==> src/rtl/fetch_pkg.sv <==
// Shared types and constants for the instruction fetch controller.
package fetch_pkg;

    typedef enum logic {
        IDLE  = 1'b0,
        FETCH = 1'b1
    } state_t;

    localparam int unsigned WORD_BYTES = 4;

endpackage

==> src/rtl/fetch_fifo.sv <==
// Prefetch queue: circular buffer with flush, head presented from storage registers.
// Latency: a pushed entry is at the head the cycle after the push when empty.
// Backpressure: push is dropped when full unless a pop frees the slot the same cycle.
module fetch_fifo #(
    parameter int unsigned WIDTH = 32,
    parameter int unsigned DEPTH = 4
) (
    input  logic                   clk,
    input  logic                   reset,
    input  logic                   push,
    input  logic                   pop,
    input  logic                   flush,
    input  logic [WIDTH-1:0]       din,
    output logic [WIDTH-1:0]       dout,
    output logic [$clog2(DEPTH):0] count
);

    localparam int unsigned AW = $clog2(DEPTH);
    localparam int unsigned CW = AW + 1;

    logic [WIDTH-1:0] mem [DEPTH];
    logic [AW-1:0]    rd_ptr;
    logic [AW-1:0]    wr_ptr;
    logic             push_ok;
    logic             pop_ok;

    assign pop_ok  = pop && (count != '0);
    assign push_ok = push && ((count != CW'(DEPTH)) || pop_ok);

    always_ff @(posedge clk) begin
        if (reset) begin
            rd_ptr <= '0;
            wr_ptr <= '0;
            count  <= '0;
            for (int i = 0; i < int'(DEPTH); i++) begin
                mem[i] <= '0;
            end
        end else if (flush) begin
            rd_ptr <= '0;
            wr_ptr <= '0;
            count  <= '0;
        end else begin
            if (push_ok) begin
                mem[wr_ptr] <= din;
                wr_ptr      <= wr_ptr + 1'b1;
            end
            if (pop_ok) begin
                rd_ptr <= rd_ptr + 1'b1;
            end
            case ({push_ok, pop_ok})
                2'b10:   count <= count + 1'b1;
                2'b01:   count <= count - 1'b1;
                default: count <= count;
            endcase
        end
    end

    // Power-of-two depth lets the pointers wrap naturally.
    assign dout = mem[rd_ptr];

endmodule

==> src/rtl/fetch_ctrl.sv <==
// Fetch controller: run/idle FSM and PC, feeding {pc, instr} pairs into a prefetch queue.
// Latency: one cycle from fetch to queue head; redirect costs two cycles to first instruction.
// Backpressure: fetch stalls when the queue is full and the head is not being consumed.
module fetch_ctrl
    import fetch_pkg::*;
#(
    parameter int unsigned      WIDTH    = 32,
    parameter int unsigned      DEPTH    = 4,
    parameter logic [WIDTH-1:0] RESET_PC = '0
) (
    input  logic                   clk,
    input  logic                   reset,
    input  logic                   run,
    output logic [WIDTH-1:0]       imem_addr,
    input  logic [WIDTH-1:0]       imem_rd,
    input  logic                   redirect,
    input  logic [WIDTH-1:0]       redirect_pc,
    output logic                   out_valid,
    input  logic                   out_ready,
    output logic [WIDTH-1:0]       out_instr,
    output logic [WIDTH-1:0]       out_pc,
    output logic [$clog2(DEPTH):0] count
);

    localparam int unsigned CW = $clog2(DEPTH) + 1;

    state_t             state;
    state_t             state_nxt;
    logic [WIDTH-1:0]   pc;
    logic               fetch;
    logic               pop;
    logic [2*WIDTH-1:0] head;
    logic               unused_rpc_bits;

    assign unused_rpc_bits = ^redirect_pc[1:0];

    always_ff @(posedge clk) begin
        if (reset) begin
            state <= IDLE;
        end else begin
            state <= state_nxt;
        end
    end

    // Redirect squashes both the fetch and any pop in its cycle.
    always_comb begin
        state_nxt = run ? FETCH : IDLE;
        pop       = out_valid && out_ready && !redirect;
        fetch     = 1'b0;
        if (state == FETCH && run && !redirect && ((count != CW'(DEPTH)) || pop)) begin
            fetch = 1'b1;
        end
    end

    always_ff @(posedge clk) begin
        if (reset) begin
            pc <= RESET_PC;
        end else if (redirect) begin
            pc <= {redirect_pc[WIDTH-1:2], 2'b00};
        end else if (fetch) begin
            pc <= pc + WIDTH'(WORD_BYTES);
        end
    end

    fetch_fifo #(
        .WIDTH (2 * WIDTH),
        .DEPTH (DEPTH)
    ) u_fifo (
        .clk   (clk),
        .reset (reset),
        .push  (fetch),
        .pop   (pop),
        .flush (redirect),
        .din   ({pc, imem_rd}),
        .dout  (head),
        .count (count)
    );

    assign imem_addr = pc;
    assign out_valid = (count != '0);
    assign out_pc    = head[2*WIDTH-1:WIDTH];
    assign out_instr = head[WIDTH-1:0];

endmodule

==> config.mk <==
export PLATFORM = sky130hd
export DESIGN_NAME = fetch_ctrl
export DESIGN_NICKNAME = d
export VERILOG_FILES = /design/src/rtl/fetch_pkg.sv /design/src/rtl/fetch_fifo.sv /design/src/rtl/fetch_ctrl.sv
export SDC_FILE = /design/constraint.sdc
export NUM_CORES = 1
export LEC_CHECK = 0
export CORE_UTILIZATION = 35
export CTS_BUF_LIST = sky130_fd_sc_hd__clkbuf_8
export DETAILED_ROUTE_END_ITERATION = 8
export HOLD_SLACK_MARGIN = 0.05
export SLEW_MARGIN = 20
export SYNTH_ARGS = -nofsm -noshare
export SYNTH_HDL_FRONTEND = slang
export SYNTH_SLANG_ARGS = --single-unit
==> constraint.sdc <==
create_clock -name clk -period 2.8 [get_ports clk]
set_input_delay 0.42 -clock clk [delete_from_list [all_inputs] [get_ports clk]]
set_output_delay 0.42 -clock clk [all_outputs]
set_load 0.02 [all_outputs]
* Word-level counts from Yosys, hierarchy flattened *
Memory sizes are Yosys's and may differ from the RTL's. A register that Yosys moved wholly into a read port is not among the register bits.
Cells that the tools add are included.

operators by class
  $add $sub $neg = 5
  equality and inequality tests = 3
  muxes and demuxes = 16
  reductions and logical operators = 15

operators with widths
  cell                   count
  $mux 32                2
  $mux 64                1
  $reduce_or 64->1       1
  $add 32x3->32 const B  1
  $mux 1                 9
  $logic_and 1x1->1      7
  $mux 2                 3
  $pmux 3 s2             1
  $add 2x1->2 const B    2
  $reduce_bool 2->1      2
  $add 3x1->3 const B    1
  $ne 3x3->1 const B     1
  $reduce_bool 3->1      1
  $sub 3x1->3 const B    1
  $eq 2x1->1 const B     1
  $eq 2x2->1 const B     1
  $logic_or 1x1->1       2
  $reduce_or 2->1        1
  $logic_not 1->1        1

word-level totals
  register bits after elaboration = 40
  bits in writable memories = 256
  bits of input ports = 69
  output and inout port bits = 100
  logic and storage cells = 46
  memories kept = 1

memory list
  name        words  width  read ports  clocked after Yosys merged registers in  write ports  line              source
  u_fifo.mem  4      64     1           1                                        4            fetch_fifo.sv:21  logic [WIDTH-1:0] mem [DEPTH];

* Depth between registers and ports, before layout *
Gate-level depths: netlist of the first run.

  depth after elaboration = 13
  mapped depth = 9
  depth with buffers taken out = 9

* Hierarchy *
Synthesis of the first run repeated with hierarchy kept, for this count alone.

unflattened totals
  cell total of the unflattened synthesis = 958
  area total of the unflattened synthesis = 13,594.3 µm²

by module, submodules not included
  module      instances  cells each  area each (µm²)
  fetch_fifo  1          672         11,417.2
  fetch_ctrl  1          286         2,177.1

* Worst setup path after synthesis of the first run *
Ideal clock, no wire load.

  kind = reg-to-reg
  from = register u_fifo.count[0]
  to = memory u_fifo.mem[1][0] in the netlist's numbering (enable)
  library setup time = 393 ps
  data arrival time = 2,443 ps
  data required time = 2,407 ps
  slack = -36 ps
  cell stages (with the launch flop) = 6
  buffers on the path = 1
  period minus slack after synthesis = 2,836 ps
  cell sequence = dfxtp_1 > or4b_1 > buf_2 > nand3_2 > nor3b_1 > or2_2

RTL lines
  element                 line              source
  start, declared         fetch_fifo.sv:15  output logic [$clog2(DEPTH):0] count
  start signal, assigned  fetch_fifo.sv:51  2'b10: count <= count + 1'b1;
  start signal, assigned  fetch_fifo.sv:52  2'b01: count <= count - 1'b1;
  start signal, assigned  fetch_fifo.sv:53  default: count <= count;
  end, declared           fetch_fifo.sv:21

==> results of run 1 <==
## cells by family after synthesis
kind of cell,synth area share (%)
and+or+nand+nor,18.7
DFF,62.9
buffers and inverters,3.03
muxes,10.7
AOI/OAI and AO/OA,3.50
xor gates and xnor gates,0.802
adders and majority gates,0.344
other,0.0286
## routing by layer
metal / vias to the layer above / share of wire [%] / global-route usage [%]
met5: - / 0 / 0
met4: 0 / 1.5 / 4.81
met3: 41 / 4.5 / 3.21
met2: 236 / 49 / 30.3
met1: 4188 / 45 / 24.2
li1: 3829 / - / -
## flip-flops by register name (all words and copies together) (netlist names), named ones only
signal         cells
imem_addr         30
u_fifo.count       3
u_fifo.mem       248
u_fifo.rd_ptr      2
u_fifo.wr_ptr      2
state              1
## cells in the mapped netlist, types with 3 or more instances
| cell | instances | area (µm²) |
|---|---|---|
| a211oi_1 | 8 | 60.1 |
| a21oi_1 | 4 | 20.0 |
| a311oi_1 | 11 | 96.3 |
| a31oi_1 | 7 | 43.8 |
| and2_1 | 243 | 1520 |
| and2_2 | 6 | 45.0 |
| and3_1 | 3 | 18.8 |
| and4_1 | 4 | 35.0 |
| and4_2 | 3 | 30.0 |
| buf_2 | 11 | 55.1 |
| buf_4 | 7 | 52.6 |
| clkbuf_1 | 49 | 184 |
| dfxtp_1 | 40 | 801 |
| edfxtp_1 | 248 | 7450 |
| inv_1 | 11 | 41.3 |
| mux4_2 | 62 | 1400 |
| nand2_1 | 18 | 67.6 |
| nand3_1 | 11 | 55.1 |
| nand4_1 | 14 | 87.6 |
| nor2_1 | 35 | 131 |
| nor3_1 | 6 | 30.0 |
| nor3b_1 | 5 | 37.5 |
| nor4_1 | 10 | 62.6 |
| o211ai_1 | 4 | 30.0 |
| o21ai_0 | 8 | 40.0 |
| o221ai_1 | 4 | 35.0 |
| o31ai_1 | 6 | 45.0 |
| or2_2 | 5 | 31.3 |
| or3_1 | 10 | 62.6 |
| or4_1 | 8 | 60.1 |
| xnor2_1 | 5 | 43.8 |
| xor2_1 | 7 | 61.3 |
## repair_timing
| item | in CTS | in global routing |
|---|---|---|
| hold buffers | 0 | 0 |
| gates resized for setup | 57 | 5 |
| endpoints found under the setup margin | 54 | 5 |
| setup buffers | 7 | 0 |
| gates cloned | 1 | 1 |
## final cells by class
| class | count | area [µm²] | share of cell area, % |
|---|---|---|---|
| clock buffers | 54 | 743 | 4.49 |
| clock inverters | 34 | 136 | 0.823 |
| inverters | 12 | 45.0 | 0.272 |
| multi-input cells | 542 | 4510 | 27.2 |
| flip-flops and latches | 288 | 8260 | 49.8 |
| well taps | 468 | 586 | 3.53 |
| repair buffers | 224 | 2290 | 13.8 |
## how the worst min path moves through the flow
stage | startpoint | slack [ps] | cells past startpoint | endpoint
after CTS | redirect_pc[24] | 380 | 3 | imem_addr[24]$_SDFFE_PP0P_
after global placement | u_fifo.rd_ptr[1]$_SDFFE_PP0P_ | 500 | 2 | flip-flop
after global routing | redirect_pc[24] | 390 | 3 | imem_addr[24]$_SDFFE_PP0P_
after detailed placement | u_fifo.rd_ptr[1]$_SDFFE_PP0P_ | 530 | 2 | flip-flop
after floorplan | u_fifo.rd_ptr[1]$_SDFFE_PP0P_ | 480 | 2 | flip-flop
final | redirect_pc[2] | 420 | 3 | imem_addr[2]$_SDFFE_PP0P_
## critical path, delay by kind of cell, from the launching register on
| kind | cells | cell delay [ps] |
|---|---|---|
| mux | 1 | 530 |
| flops | 1 | 480 |
| buf+inv | 2 | 720 |
## power by group through the flow
stage	Combinational (W)	Sequential, W	Clock (W)
after floorplan	0.000313	0.00499	0
after global placement	0.000743	0.00499	0
after detailed placement	0.000746	0.00500	0
after CTS	0.000723	0.00491	0.00356
after global routing	0.000758	0.00493	0.00372
final	0.000710	0.00491	0.00344
## per-stage QoR
| step | total power, W | hold WS (ps) | cells | cell area, µm² | worst slack, ps |
|---|---|---|---|---|---|
| final | 0.00906 | 416 | 1622 | 16600 | 73.9 |
| after global routing | 0.00940 | 392 | 1622 | 16600 | 11.5 |
| after CTS | 0.00919 | 376 | 1621 | 16500 | -51.9 |
| after detailed placement | 0.00574 | 529 | 1525 | 15600 | 147 |
| after global placement | 0.00573 | 498 | 1525 | 15600 | 144 |
| after floorplan | 0.00530 | 485 | 915 | 13100 | 129 |
==> metrics.md, run 1 <==
| Metric | Value |
|---|---|
| Syn Area/Cell | `14.4 µm²` |
| Commonest non-fill, non-tap cell in the layout | `edfxtp_1` |
| Ordered list of cells on the worst path | `buf_4 > mux4_2 > clkdlybuf4s50_1` |
| Fin crit share | `97.4%` |
| Fmax | `367 MHz` |
| Hold WC Path Type | `in -> reg` |
| CP peak stage delay | `560 ps` |
| Initial antenna violation count | `1` |
| Type of element launching the critical path | `flip-flop` |
| Die boundary height | `196 µm` |
| Number of synthesized flops with an enable pin | `248` |
| WS Path Type | `reg -> out` |
| P&R area growth vs syn | `26.4%` |
| Most frequent cells in the layout | `edfxtp_1, and2_1, clkdlybuf4s50_1` |
| Max-cap viol count | `0` |
| Worst path slowest cell | `clkdlybuf4s50_1` |
| Rel. slew slack | `64.8%` |
| # nets final | `1189` |
| CTS Sinks | `288` |
| CTS Root Buffer Type | `clkbuf_8` |
| PwrDens | `547 mW/mm²` |
| RSZ-0062 raised after global routing | `false` |
| I/O pin cnt | `169` |
| Vias in the first global route | `8518` |
| Final Max Tran Viols | `0` |
| DRT Pass-1 Iters | `5` |
| Layout cells sized above 1 | `18.6%` |
| Internal Power | `0.00689 W` |
| # port buffers | `162` |
| Initial DRC count | `457` |
| Main synth FF type | `edfxtp_1` |
| Worst-Margin Slew | `529 ps` |
| Share of power burned in registers | `54.2%` |
| Combinational group share of total power | `7.8%` |
| Die Width | `196 µm` |
| Asr flop ratio synth | `0%` |
| CTS tree | `done` |
| Clk slew on worst S/H paths | `60 ps` |
| Antenna diodes | `0` |
| First-pass GRT wire length | `51.7 mm` |
| Critical path capture point type | `output port` |
| Routed length per instance | `21.0 µm` |
| P_sw | `0.00217 W` |
| R2R Path End | `u_fifo.count[2]$_SDFFE_PP0P_` |
| Detailed-route via count | `8294` |
| Die area | `0.0382 mm²` |
| Clock share of power | `38.0%` |
| Sequential share of the synthesized area | `62.9%` |
| Post-Route WL | `34.1 mm` |
| Worst Path Arrival | `2310 ps` |
| Number of setup violations in the final report | `0` |
| Post-synth cell types | `63` |
| Mapped Area | `0.0131 mm²` |
| Skew final | `22.5 ps` |
| Initial Utilization | `35.7%` |
| Final TNS setup | `0 ps` |
| Vias per cell | `5.11` |
| Overall overflow remaining after global route | `0` |
| Crit path capture | `out_pc[25]` |
| Largest net degree at the start of global routing | `51` |
| Worst-path fanout max | `6` |
| CTS Buffer Depth | `3` |
| GRT Overall Usage | `18.1%` |
| WP data required | `2380 ps` |
| Sw frac | `23.9%` |
| Post-DP HPWL | `20.8 mm` |
| Status | `complete, no violations` |
| Final ANT Viol Nets | `0` |
| CTS HTree Levels | `2` |
| Register-to-register path setup slack | `590 ps` |
| Min Clock Period, post-route | `2730 ps` |
| Worst-Skew Late Latency | `580 ps` |
| YS warnings | `0` |
| GPL Wtd Cong | `0.804` |
| Total CTS buffers | `49` |
| Peak supply drop | `264 µV` |
| Register bit total from synthesis | `288` |
| Hold Violations, Final | `0` |
| Count of cells along the worst register-to-register path | `8` |
| DRC viols | `0` |
| FF-to-FF Start | `u_fifo.count[0]$_SDFFE_PP0P_` |
| Leakage | `6.11 nW` |
| # rows | `70` |
| Layout fillers | `3308` |
| Core region area | `0.0367 mm²` |
| Final Util | `45.2%` |
| Post-synthesis cell count | `912` |
Power figures use the tool's default switching activity.
==> run 2: changes to the inputs <==
--- a/config.mk
+++ b/config.mk
@@ -5,6 +5,7 @@
 export SDC_FILE = /design/constraint.sdc
 export NUM_CORES = 1
 export LEC_CHECK = 0
+export CORE_MARGIN = 4
 export CORE_UTILIZATION = 35
 export CTS_BUF_LIST = sky130_fd_sc_hd__clkbuf_8
 export DETAILED_ROUTE_END_ITERATION = 8
==> metrics.md, run 2 (same netlist as run 1, synthesis figures left out) <==
| Metric | Value |
|---|---|
| Hold WC Path Type | `in -> reg` |
| WP data required | `2380 ps` |
| Die area | `0.0406 mm²` |
| Critical path capture point type | `output port` |
| Worst-path fanout max | `5` |
| Leakage | `5.99 nW` |
| Post-Route WL | `34.1 mm` |
| CP peak stage delay | `560 ps` |
| CP delay by family, top | `buffers and inverters` |
| Post-DP HPWL | `21.1 mm` |
| Skew final | `22.8 ps` |
| # rows | `70` |
| Worst Path Arrival | `2300 ps` |
| Placed Area | `0.0156 mm²` |
| CTS Buffer Depth | `3` |
| Overall overflow remaining after global route | `0` |
| Initial Utilization | `35.6%` |
| Type of element launching the critical path | `flip-flop` |
| I/O pin cnt | `169` |
| Status | `complete, no violations` |
| DRC viols | `0` |
| Min Clock Period, post-route | `2720 ps` |
| Die Width | `202 µm` |
| Vias per cell | `5.06` |
| Die boundary height | `202 µm` |
| Core region area | `0.0368 mm²` |
| CTS tree | `done` |
| Detailed-route via count | `8158` |
| GRT Overall Usage | `16.6%` |
| Worst Path Buf+Inv | `2` |
| PwrDens | `550 mW/mm²` |
| CTS HTree Levels | `2` |
| CTS Sinks | `288` |
| Total CTS buffers | `49` |
| Final TNS setup | `0 ps` |
| Final Util | `44.7%` |
| Initial DRC count | `530` |
| Largest Register | `u_fifo.mem` |
| Final Max Tran Viols | `0` |
| Routed length per instance | `21.1 µm` |
| RSZ-0062 raised after global routing | `false` |
| P&R area growth vs syn | `25.5%` |
| Clk slew on worst S/H paths | `60 ps` |
| Rel. slew slack | `50.4%` |
| DRT Pass-1 Iters | `7` |
| Number of setup violations in the final report | `0` |
| Fin crit share | `97.2%` |
| Ordered list of cells on the worst path | `buf_4 > mux4_2 > clkdlybuf4s50_1` |
| Largest net degree at the start of global routing | `63` |
| Fmax | `367 MHz` |
| Initial antenna violation count | `1` |
| GPL Wtd Cong | `0.784` |
| Worst-Skew Late Latency | `580 ps` |
| Final ANT Viol Nets | `0` |
| Peak supply drop | `237 µV` |
| Vias in the first global route | `8682` |
| CTS Root Buffer Type | `clkbuf_8` |
| Largest register FFs | `248` |
| Layout cells sized above 1 | `17.4%` |
| # port buffers | `162` |
| Worst path slowest cell | `clkdlybuf4s50_1` |
| # nets final | `1177` |
| Worst-Margin Slew | `744 ps` |
| Finished Cell Area | `0.0165 mm²` |
| Hold Violations, Final | `0` |
| Max-cap viol count | `0` |
| Most frequent cells in the layout | `edfxtp_1, and2_1, clkdlybuf4s50_1` |
| WS Path Type | `reg -> out` |
| Commonest non-fill, non-tap cell in the layout | `edfxtp_1` |
| First-pass GRT wire length | `52.0 mm` |
[run 2: final cells by class]
cell class,instances,area (µm²)
multi-input cells,542,4510
clock inverters,41,196
clock buffers,49,674
flip-flops and latches,288,8260
fillers,3391,20300
inverters,12,45.0
repair buffers,212,2180
well taps,468,586
diodes,1,2.50
[run 2: layer usage]
layer	wire (µm)	GRT usage [%]	vias to the layer above
met5	0	0	-
met4	544	3.83	0
met3	1800	3.67	40
met2	16600	27.5	223
met1	15200	22.5	4079
li1	-	-	3816
[run 2: path summary, 6_finish.rpt]
path | depth (start not counted) | to | slack (ps) | start
setup reg to reg | 4 | imem_addr[24]$_SDFFE_PP0P_ | 580 | imem_addr[4]$_SDFFE_PP0P_
hold / removal | 3 | imem_addr[24]$_SDFFE_PP0P_ | 410 | redirect_pc[24]
hold reg to reg | 2 | u_fifo.rd_ptr[1]$_SDFFE_PP0P_ | 540 | u_fifo.rd_ptr[1]$_SDFFE_PP0P_
setup / recovery | 3 | out_pc[27] | 80 | flip-flop
[run 2: repair_timing]
item | in CTS | in global routing
gates resized for setup | 55 | 4
endpoints found under the setup margin | 56 | 4
setup buffers | 3 | 0
hold endpoints to repair | 0 | 0
pin swaps | 0 | 0
hold buffers | 0 | 0
[run 2: stage by stage]
step	std cells	power [W]	hold WS (ps)	setup WS [ps]
after detailed placement	1519	0.00574	511	92.1
after global routing	1612	0.00941	391	0.385
after global placement	1519	0.00573	500	148
after CTS	1612	0.00917	364	1.36
final	1613	0.00904	405	78.1
after floorplan	915	0.00530	485	129
[run 2: tightest hold or removal path, delay by kind of cell]
kind,cells,cell delay [ps]
compound gates,1,60
buf+inv,2,460
[run 2: where the power goes]
part | switching [W] | internal (W) | total (W)
clock | 0.00170 | 0.00173 | 0.00343
sequential | 0.000107 | 0.00481 | 0.00491
combinational | 0.000377 | 0.000325 | 0.000702
total | 0.00219 | 0.00686 | 0.00904
==> run 3: changes to the inputs <==
--- a/config.mk
+++ b/config.mk
@@ -10,6 +10,7 @@
 export CTS_BUF_LIST = sky130_fd_sc_hd__clkbuf_8
 export DETAILED_ROUTE_END_ITERATION = 8
 export HOLD_SLACK_MARGIN = 0.05
+export MAX_ROUTING_LAYER = met4
 export SLEW_MARGIN = 20
 export SYNTH_ARGS = -nofsm -noshare
 export SYNTH_HDL_FRONTEND = slang
==> metrics.md, run 3 (same netlist as run 1, synthesis figures left out) <==
| Metric | Value |
|---|---|
| Status | `complete, no violations` |
| Overall overflow remaining after global route | `0` |
| Detailed-route via count | `8199` |
| Worst setup margin | `75.9 ps` |
| Core region area | `0.0368 mm²` |
| CP delay by family, top | `buffers and inverters` |
| Skew final | `27.1 ps` |
| Rel. slew slack | `49.6%` |
| # nets final | `1177` |
| Final Power | `0.00904 W` |
| Initial Utilization | `35.6%` |
| GPL Wtd Cong | `0.795` |
| Commonest non-fill, non-tap cell in the layout | `edfxtp_1` |
| Reg area | `0.00826 mm²` |
| Vias in the first global route | `8674` |
| Fmax | `367 MHz` |
| Initial DRC count | `520` |
| GRT Overall Usage | `17.1%` |
| FF-to-FF Start | `imem_addr[4]$_SDFFE_PP0P_` |
| Max-cap viol count | `0` |
| Vias per cell | `5.08` |
| Post-Route WL | `34.2 mm` |
| Type of element launching the critical path | `flip-flop` |
| Place WS | `92.1 ps` |
| Die Width | `202 µm` |
| CTS HTree Levels | `2` |
| CTS Root Buffer Type | `clkbuf_8` |
| Largest Register | `u_fifo.mem` |
| CP peak stage delay | `560 ps` |
| Worst path slowest cell | `clkdlybuf4s50_1` |
| Number of setup violations in the final report | `0` |
| Layout cells sized above 1 | `17.4%` |
| Min Clock Period, post-route | `2720 ps` |
| Largest net degree at the start of global routing | `63` |
| CTS Sinks | `288` |
| Worst-Margin Slew | `757 ps` |
| Worst Path Arrival | `2300 ps` |
| Clk slew on worst S/H paths | `60 ps` |
| WS Path Type | `reg -> out` |
| DRT Pass-1 Iters | `5` |
| Final Max Tran Viols | `0` |
| Final Util | `44.7%` |
| Critical path capture point type | `output port` |
| # rows | `70` |
| Die boundary height | `202 µm` |
| CTS tree | `done` |
| I/O pin cnt | `169` |
| Worst Path Buf+Inv | `2` |
| RSZ-0062 raised after global routing | `false` |
| CTS Buffer Depth | `3` |
| Leakage | `5.99 nW` |
| Multi-input gate area | `0.00451 mm²` |
| Worst-Skew Late Latency | `580 ps` |
| Largest register FFs | `248` |
| Routed length per instance | `21.2 µm` |
| Final ANT Viol Nets | `0` |
| PwrDens | `550 mW/mm²` |
| Initial antenna violation count | `1` |
| Worst Min Path Start | `redirect_pc[24]` |
| P&R area growth vs syn | `25.5%` |
| WP data required | `2380 ps` |
| Placed Area | `0.0156 mm²` |
| Die area | `0.0406 mm²` |
| Peak supply drop | `238 µV` |
| Layout fillers | `3391` |
| Worst-path fanout max | `5` |
| # port buffers | `162` |
| DRC viols | `0` |
| Post-DP HPWL | `21.1 mm` |
| Finished Cell Area | `0.0165 mm²` |
| Ordered list of cells on the worst path | `buf_4 > mux4_2 > clkdlybuf4s50_1` |
| Hold WC Path Type | `in -> reg` |
| Hold Violations, Final | `0` |
| Fin crit share | `97.3%` |
| Most frequent cells in the layout | `edfxtp_1, and2_1, clkdlybuf4s50_1` |
| Total CTS buffers | `49` |
| First-pass GRT wire length | `51.9 mm` |
| Final TNS setup | `0 ps` |
==> run 3: cell counts in the layout (fill, tap and decap cells not counted) <==
No cell type changed its count.
==> run 3: worst min-delay path: cells and delay by family <==
kind                   cells  cell delay (ps)
buffers and inverters      2              460
AO/OA/AOI/OAI              1               60
==> run 3: report_power, final <==
group | internal, W | total (W) | switching [W] | leakage, nW
registers | 0.00481 | 0.00491 | 0.000107 | 2.90
logic | 0.000325 | 0.000703 | 0.000378 | 2.59
clock network | 0.00173 | 0.00343 | 0.00170 | 0.498
total | 0.00686 | 0.00904 | 0.00218 | 5.99
==> run 3: worst paths after layout <==
check,to,slack [ps],cells past startpoint
setup / recovery,out_pc[27],80,3
hold / removal,imem_addr[24]$_SDFFE_PP0P_,410,3
setup reg to reg,imem_addr[29]$_SDFFE_PP0P_,580,4
hold reg to reg,u_fifo.rd_ptr[1]$_SDFFE_PP0P_,530,2
==> run 3: through the flow <==
stage,hold slack [ps],cells
after floorplan,485,915
after global placement,500,1519
after detailed placement,511,1519
after CTS,364,1612
after global routing,391,1612
final,406,1613
==> run 3: layer usage <==
| layer | track usage [%] | routed length (µm) | share of wire, % | vias up |
|---|---|---|---|---|
| met1 | 22.7 | 15300 | 45 | 4085 |
| met5 | - | 0 | 0 | - |
| met3 | 3.50 | 1810 | 5.3 | 40 |
| met2 | 27.5 | 16600 | 49 | 263 |
| met4 | 3.83 | 490 | 1.4 | 0 |
| li1 | - | - | - | 3811 |
==> run 3: layout make-up <==
type / instances / share of cell area (%)
repair buffers: 212 / 13.3
inverters: 12 / 0.274
well taps: 468 / 3.56
multi-input cells: 542 / 27.4
diodes: 1 / 0.0152
clock buffers: 49 / 4.10
clock inverters: 41 / 1.19
flip-flops and latches: 288 / 50.2
==> run 3: repair_timing <==
item                       in CTS  in global routing
hold endpoints to repair        0                  0
resized for setup              55                  4
buffers inserted                3                  0
setup endpoints to repair      56                  4
pin swaps                       0                  0
hold buffers                    0                  0
